### src/rtl/plpid_pkg.sv
// Shared encodings for the PLP board-ID probe: bus read/write codes, register
// offsets, FSM states and the bus request bundle.
package plpid_pkg;

    localparam logic [1:0] DRW_IDLE  = 2'b00;
    localparam logic [1:0] DRW_READ  = 2'b10;
    localparam logic [1:0] DRW_WRITE = 2'b01;

    localparam logic [31:0] PLPID_OFS_ID   = 32'd0;
    localparam logic [31:0] PLPID_OFS_FREQ = 32'd4;

    typedef enum logic [2:0] {
        ST_START,
        ST_REQ,
        ST_RD_ID,
        ST_RD_FREQ,
        ST_DONE
    } plpid_state_t;

    typedef struct packed {
        logic        req;
        logic        de;
        logic [31:0] addr;
        logic [1:0]  rw;
    } bus_req_t;

endpackage

### src/rtl/mod_frac_tick.sv
// Fractional divider: emits a one-cycle tick at an average of rate/freq per clock.
module mod_frac_tick (
    input  logic        clk,
    input  logic        rst,
    input  logic        clear,
    input  logic [31:0] freq,
    input  logic [31:0] rate,
    output logic        tick
);

    logic [32:0] acc;
    logic [32:0] acc_n;

    assign acc_n = acc + {1'b0, rate};

    always_ff @(posedge clk) begin
        if (rst || clear) begin
            acc  <= '0;
            tick <= 1'b0;
        end else if (rate >= freq) begin
            // Saturated case: keep acc pinned so it cannot creep toward overflow.
            acc  <= '0;
            tick <= 1'b1;
        end else if (acc_n >= {1'b0, freq}) begin
            acc  <= acc_n - {1'b0, freq};
            tick <= 1'b1;
        end else begin
            acc  <= acc_n;
            tick <= 1'b0;
        end
    end

endmodule

### src/rtl/mod_plpid_probe.sv
// Reads the board-ID peripheral after reset/rescan and derives a TICK_HZ timebase.
// Optional grant timeout in REQ: define PLPID_PROBE_TIMEOUT_EN.
module mod_plpid_probe
    import plpid_pkg::*;
#(
    parameter logic [31:0] BASE         = 32'h00000000,
    parameter logic [31:0] EXP_ID       = 32'h00000401,
    parameter logic [31:0] DEFAULT_FREQ = 32'h017d7840,
    parameter logic [31:0] TICK_HZ      = 32'd1000000,
    parameter int          READ_LAT     = 2,
    parameter int          GNT_TIMEOUT  = 255
) (
    input  logic        clk,
    input  logic        rst,
    input  logic        rescan,
    output logic        req,
    input  logic        gnt,
    output logic        de,
    output logic [31:0] daddr,
    output logic [1:0]  drw,
    output logic [31:0] dwdata,
    input  logic [31:0] drdata,
    output logic [31:0] cpu_id,
    output logic [31:0] board_freq,
    output logic        valid,
    output logic        id_ok,
    output logic        tick
);

    localparam logic [1:0] LAT_LAST = 2'(READ_LAT);

    plpid_state_t state, state_n;
    bus_req_t     bus;
    logic [1:0]   lat;
    logic [31:0]  shadow;
    logic         lat_done;
    logic         probe_ok;
    logic         tmo;

    assign lat_done = (lat == LAT_LAST);
    assign probe_ok = !tmo && (cpu_id == EXP_ID) && (shadow != 32'd0);

`ifdef PLPID_PROBE_TIMEOUT_EN
    localparam logic [7:0] TMO_LAST = 8'(GNT_TIMEOUT - 1);
    logic [7:0] tcnt;
`else
    assign tmo = 1'b0;
`endif

    always_comb begin
        state_n = state;
        case (state)
            ST_START:   state_n = ST_REQ;
            ST_REQ: begin
                if (gnt)
                    state_n = ST_RD_ID;
`ifdef PLPID_PROBE_TIMEOUT_EN
                else if (tcnt == TMO_LAST)
                    state_n = ST_DONE;
`endif
            end
            // Losing the grant mid-read restarts the whole transfer from the ID word.
            ST_RD_ID: begin
                if (!gnt)          state_n = ST_REQ;
                else if (lat_done) state_n = ST_RD_FREQ;
            end
            ST_RD_FREQ: begin
                if (!gnt)          state_n = ST_REQ;
                else if (lat_done) state_n = ST_DONE;
            end
            ST_DONE:    state_n = ST_DONE;
            default:    state_n = ST_START;
        endcase
        if (rescan && state != ST_START)
            state_n = ST_START;
    end

    always_comb begin
        bus = '{req: 1'b0, de: 1'b0, addr: 32'd0, rw: DRW_IDLE};
        case (state)
            ST_REQ:     bus.req = 1'b1;
            ST_RD_ID:   bus = '{req: 1'b1, de: 1'b1, addr: BASE + PLPID_OFS_ID,   rw: DRW_READ};
            ST_RD_FREQ: bus = '{req: 1'b1, de: 1'b1, addr: BASE + PLPID_OFS_FREQ, rw: DRW_READ};
            default:    ;
        endcase
    end

    assign req    = bus.req;
    assign de     = bus.de;
    assign daddr  = bus.addr;
    assign drw    = bus.rw;
    assign dwdata = 32'd0;

    always_ff @(posedge clk) begin
        if (rst) begin
            state      <= ST_START;
            lat        <= '0;
            cpu_id     <= '0;
            shadow     <= '0;
            board_freq <= DEFAULT_FREQ;
            valid      <= 1'b0;
            id_ok      <= 1'b0;
        end else begin
            state <= state_n;
            if (state_n == state && (state == ST_RD_ID || state == ST_RD_FREQ))
                lat <= lat + 2'd1;
            else
                lat <= '0;
            if (state == ST_RD_ID && state_n == ST_RD_FREQ)
                cpu_id <= drdata;
            if (state == ST_RD_FREQ && state_n == ST_DONE)
                shadow <= drdata;
`ifdef PLPID_PROBE_TIMEOUT_EN
            if (state == ST_REQ && state_n == ST_DONE)
                cpu_id <= '0;
`endif
            if (state == ST_DONE && state_n == ST_DONE) begin
                valid      <= 1'b1;
                id_ok      <= probe_ok;
                board_freq <= probe_ok ? shadow : DEFAULT_FREQ;
            end
            if (rescan && state != ST_START) begin
                valid <= 1'b0;
                id_ok <= 1'b0;
            end
        end
    end

`ifdef PLPID_PROBE_TIMEOUT_EN
    always_ff @(posedge clk) begin
        if (rst) begin
            tcnt <= '0;
            tmo  <= 1'b0;
        end else begin
            tcnt <= (state == ST_REQ && state_n == ST_REQ) ? tcnt + 8'd1 : 8'd0;
            if (state == ST_START)
                tmo <= 1'b0;
            else if (state == ST_REQ && state_n == ST_DONE)
                tmo <= 1'b1;
        end
    end
`endif

    // Restart the divider phase on the first DONE cycle, as the new frequency lands.
    mod_frac_tick u_tick (
        .clk   (clk),
        .rst   (rst),
        .clear (state == ST_DONE && !valid),
        .freq  (board_freq),
        .rate  (TICK_HZ),
        .tick  (tick)
    );

endmodule

### config.mk
export PLATFORM = sky130hd
export DESIGN_NAME = mod_plpid_probe
export DESIGN_NICKNAME = d
export VERILOG_FILES = /design/src/rtl/plpid_pkg.sv /design/src/rtl/mod_frac_tick.sv /design/src/rtl/mod_plpid_probe.sv
export SDC_FILE = /design/constraint.sdc
export NUM_CORES = 1
export LEC_CHECK = 0
export ABC_AREA = 1
export BUFFER_PORTS_ARGS = -buffer_cell sky130_fd_sc_hd__buf_2
export CAP_MARGIN = 30
export CORE_ASPECT_RATIO = 0.6
export CORE_MARGIN = 8
export CORE_UTILIZATION = 55
export DETAILED_ROUTE_END_ITERATION = 8
export HOLD_SLACK_MARGIN = 0.12
export PLACE_DENSITY = 0.82
export SETUP_SLACK_MARGIN = 0.2
export SYNTH_ARGS = -nofsm -noshare
export SYNTH_HDL_FRONTEND = slang
export SYNTH_HIERARCHICAL = 1
export SYNTH_SLANG_ARGS = --single-unit
### constraint.sdc
create_clock -name clk -period 4.4 [get_ports clk]
set_input_delay 1.32 -clock clk [delete_from_list [all_inputs] [get_ports clk]]
set_output_delay 1.32 -clock clk [all_outputs]
set_load 0.05 [all_outputs]
==> summary.txt <==
Placed design
  • Final HPWL DP: 30400 microns
  • Port bufs: 106
  • Post-placement cell count: 2313
  • RePlAce Congestion: 1.05

Timing
  • F_max: 254 MHz
  • Worst slew pin tran: 1.03 ns
  • Unrepaired setup endpoints after global routing: no
  • Final hold violation count: 0
  • Final hold slack: 0.421 ns
  • Layout Skew: 0.00865 ns
  • Max-slew violations: 0
  • Finish-stage setup viols: 0
  • Tcrit/Tclk final: 89.5%
  • Setup TNS Final: 0 ns
  • Crit path time final: 3.94 ns
  • Relative slew slack: 31.2%

Floorplanning
  • I/O pin cnt: 171
  • Starting Density: 55.8%
  • Die Y: 129 microns
  • Core area: 20900 sq um
  • Total die area: 26300 sq um
  • Core Rows: 41
  • Chip Width: 204 microns

Clock network
  • CTS buffer count: 17
  • CTS Sinks: 137
  • Clock Latency Late Sink: 0.43 ns
  • Clock buffer depth: 2
  • Clock root buffer master: clkbuf_16
  • CTS tree: done
  • Worst-path clk slew: 0.06 ns
  • H-tree Lvls: 4

GRT
  • Overall Global Routing Usage: 28.0%
  • Grt ovf: 0
  • First-pass GRT wire length: 58900 microns
  • Initial antenna violation count: 0
  • Vias in the first global route: 11000
  • Largest net degree at the start of global routing: 57

Final layout
  • Area occupied by multi-input gates: 7660 sq um
  • Layout cells sized above 1: 10.5%
  • Fin util: 62.3%
  • Final non-filler cell total: 2345
  • Area delta synth->final: 11.6%
  • Post-layout net count: 2189
  • Sequential cell area: 2740 sq um
  • Inserted Diodes: 0
  • # fillers: 1965

Synth
  • Yosys top cell by area: dfxtp_1
  • Top cells by area in the synthesized netlist: dfxtp_1, nand2_1, ha_1
  • Synthesized area: 11700 sq um
  • Sequential area share after synthesis: 23.5%
  • Post-synth cell types: 44
  • Number of synthesized flops with an enable pin: 0
  • Top post-synthesis cells by count: nand2_1, nor2_1, inv_1
  • Syn. warnings: 6
  • Top FF cell, synth: dfxtp_1
  • Post-synth ARST share: 0%
  • Synth Register Bits: 137
  • Avg Cell Area, Syn: 6.13 sq um
  • Count leader, synth: nand2_1
  • Syn Inst Count: 1905
  • Yosys top cell area share: 23.5%

Routing
  • Post-DR wirelength/cell: 16.0 microns
  • Via count: 12500
  • WL final: 37600 microns
  • # DRC: 0
  • Antenna Nets Post-Route: 0
  • Initial detailed-routing violation count: 1579
  • Vias per cell: 5.32
  • 1st-pass router iterations: 6

Worst setup path
  • Reg-to-reg slack, setup: 0.46 ns
  • CP Launch Type: register
  • CP Class: reg2reg
  • Worst r2r dst: u_tick/acc[1]
  • Critical Path Sink: u_tick/acc[1]
  • FF-to-FF Start: u_tick/acc[17]
  • Worst-path maximum fanout: 16
  • Crit path required time: 4.75 ns
  • Critical path launch point: u_tick/acc[17]
  • Critical path arrival: 4.28 ns
  • Worst reg2reg path depth: 22
  • CP Capture Type: register

Power and ir drop
  • Leakage: 0.00697 uW
  • PD cells: 403 nW/um^2
  • VDD IR-drop max: 300 uV

Hold path
  • Hold Path Class: reg2reg

Flow run
  • Max Cap Viol: 0

Outcome
  • Outcome: complete, no violations
==> registers in the layout, summed over array words and instances (netlist names) <==
name         cells
valid            1
id_ok            1
cpu_id          32
u_tick/acc      33
lat              2
board_freq      32
shadow          32
state            3
u_tick/tick      1
==> cells in the final DEF (no fill, tap or decap), types with 8 or more instances in the layout <==
master     instances
nor2_2            19
a21oi_2           10
inv_1            261
buf_4              9
nor2_1           260
conb_1           129
nand2_1          517
o21bai_1          16
buf_2            106
inv_2             10
nor3_1            17
dfxtp_1          137
o21ai_0           26
nand3b_1          18
a21oi_1          126
nand3_1          131
nand4_1           53
ha_1              97
xor2_1            32
clkbuf_16         17
nand2_2           16
a21o_1             8
==> layout make-up <==
cell class	count	share of cell area, %
clock buffers	19	3.47
clock inverters	12	1.08
inverters	272	7.85
multi-input cells	1508	58.8
flip-flops and latches	137	21.0
well taps	279	2.68
repair buffers	118	5.11
==> through the flow <==
stage               total power [uW]  area [sq um]  worst slack, ns
floorplan                       3240         12200             1.23
global placement                3640         12400            0.609
detailed placement              3690         12400            0.562
CTS                             5150         13000            0.542
global route                    5580         13000            0.229
finish                          5260         13000            0.461
==> worst min-delay path by stage <==
| stage | slack, ns | cells past startpoint | start | end |
|---|---|---|---|---|
| 5_1_grt | 0.45 | 1 | lat[0] | lat[0] |
| 3_5_place_dp | 0.41 | 1 | lat[0] | lat[0] |
| 6_report | 0.42 | 1 | lat[0] | lat[0] |
| 4_1_cts | 0.42 | 1 | lat[0] | lat[0] |
| 3_3_place_gp | 0.40 | 1 | lat[0] | lat[0] |
| 2_1_floorplan | 0.39 | 1 | lat[0] | lat[0] |
==> kinds of logic (layout without fill, tap and decap cells) <==
| kind of cell | Yosys count | after routing | synth area share [%] |
|---|---|---|---|
| compound gates | 192 | 192 | 9.09 |
| xor+xnor | 38 | 38 | 2.85 |
| fa+ha+maj | 99 | 99 | 10.7 |
| buf+inv | 387 | 421 | 15.2 |
| flops | 137 | 137 | 23.5 |
| other cells | 2 | 129 | 0.0643 |
| simple gates | 1050 | 1050 | 38.6 |
==> power breakdown <==
group          switching (uW)  internal, uW  leakage, uW
registers                23.3          1290      0.00111
clock network             598           868     0.000280
logic                    1720           758      0.00558
==> worst max-delay path, stage by stage, from the launching register on <==
cell and delay [ns]:
dfxtp_1 0.31, ha_1 0.40, nand2_1 0.15, nor2_1 0.21, inv_1 0.11, nor2_2 0.20, nand3_1 0.19, nand3_1 0.15
nand2_1 0.06, nand2_1 0.11, inv_1 0.09, ha_1 0.35, nand2_1 0.14, nor2_2 0.18, nand2_1 0.13, nor4_1 0.18
nand2_1 0.11, nand2_1 0.12, nand2_2 0.09, buf_4 0.22, nand4_1 0.11, nand2_1 0.06, nor2_1 0.19
==> repair_timing <==
action,4_1_cts,5_1_grt
endpoints found under the setup margin,0,22
gates resized for setup,0,5
hold buffers,0,0
setup buffers,0,0
==> routing by layer <==
metal | up-vias | share of wire [%] | global-route usage, %
met5 | - | 0 | 0
met4 | 0 | 1.2 | 5.69
met3 | 39 | 14 | 9.76
met2 | 683 | 38 | 37.3
met1 | 5607 | 47 | 41.8
li1 | 6151 | - | -
No activity file was read; power rests on OpenSTA's default activity.
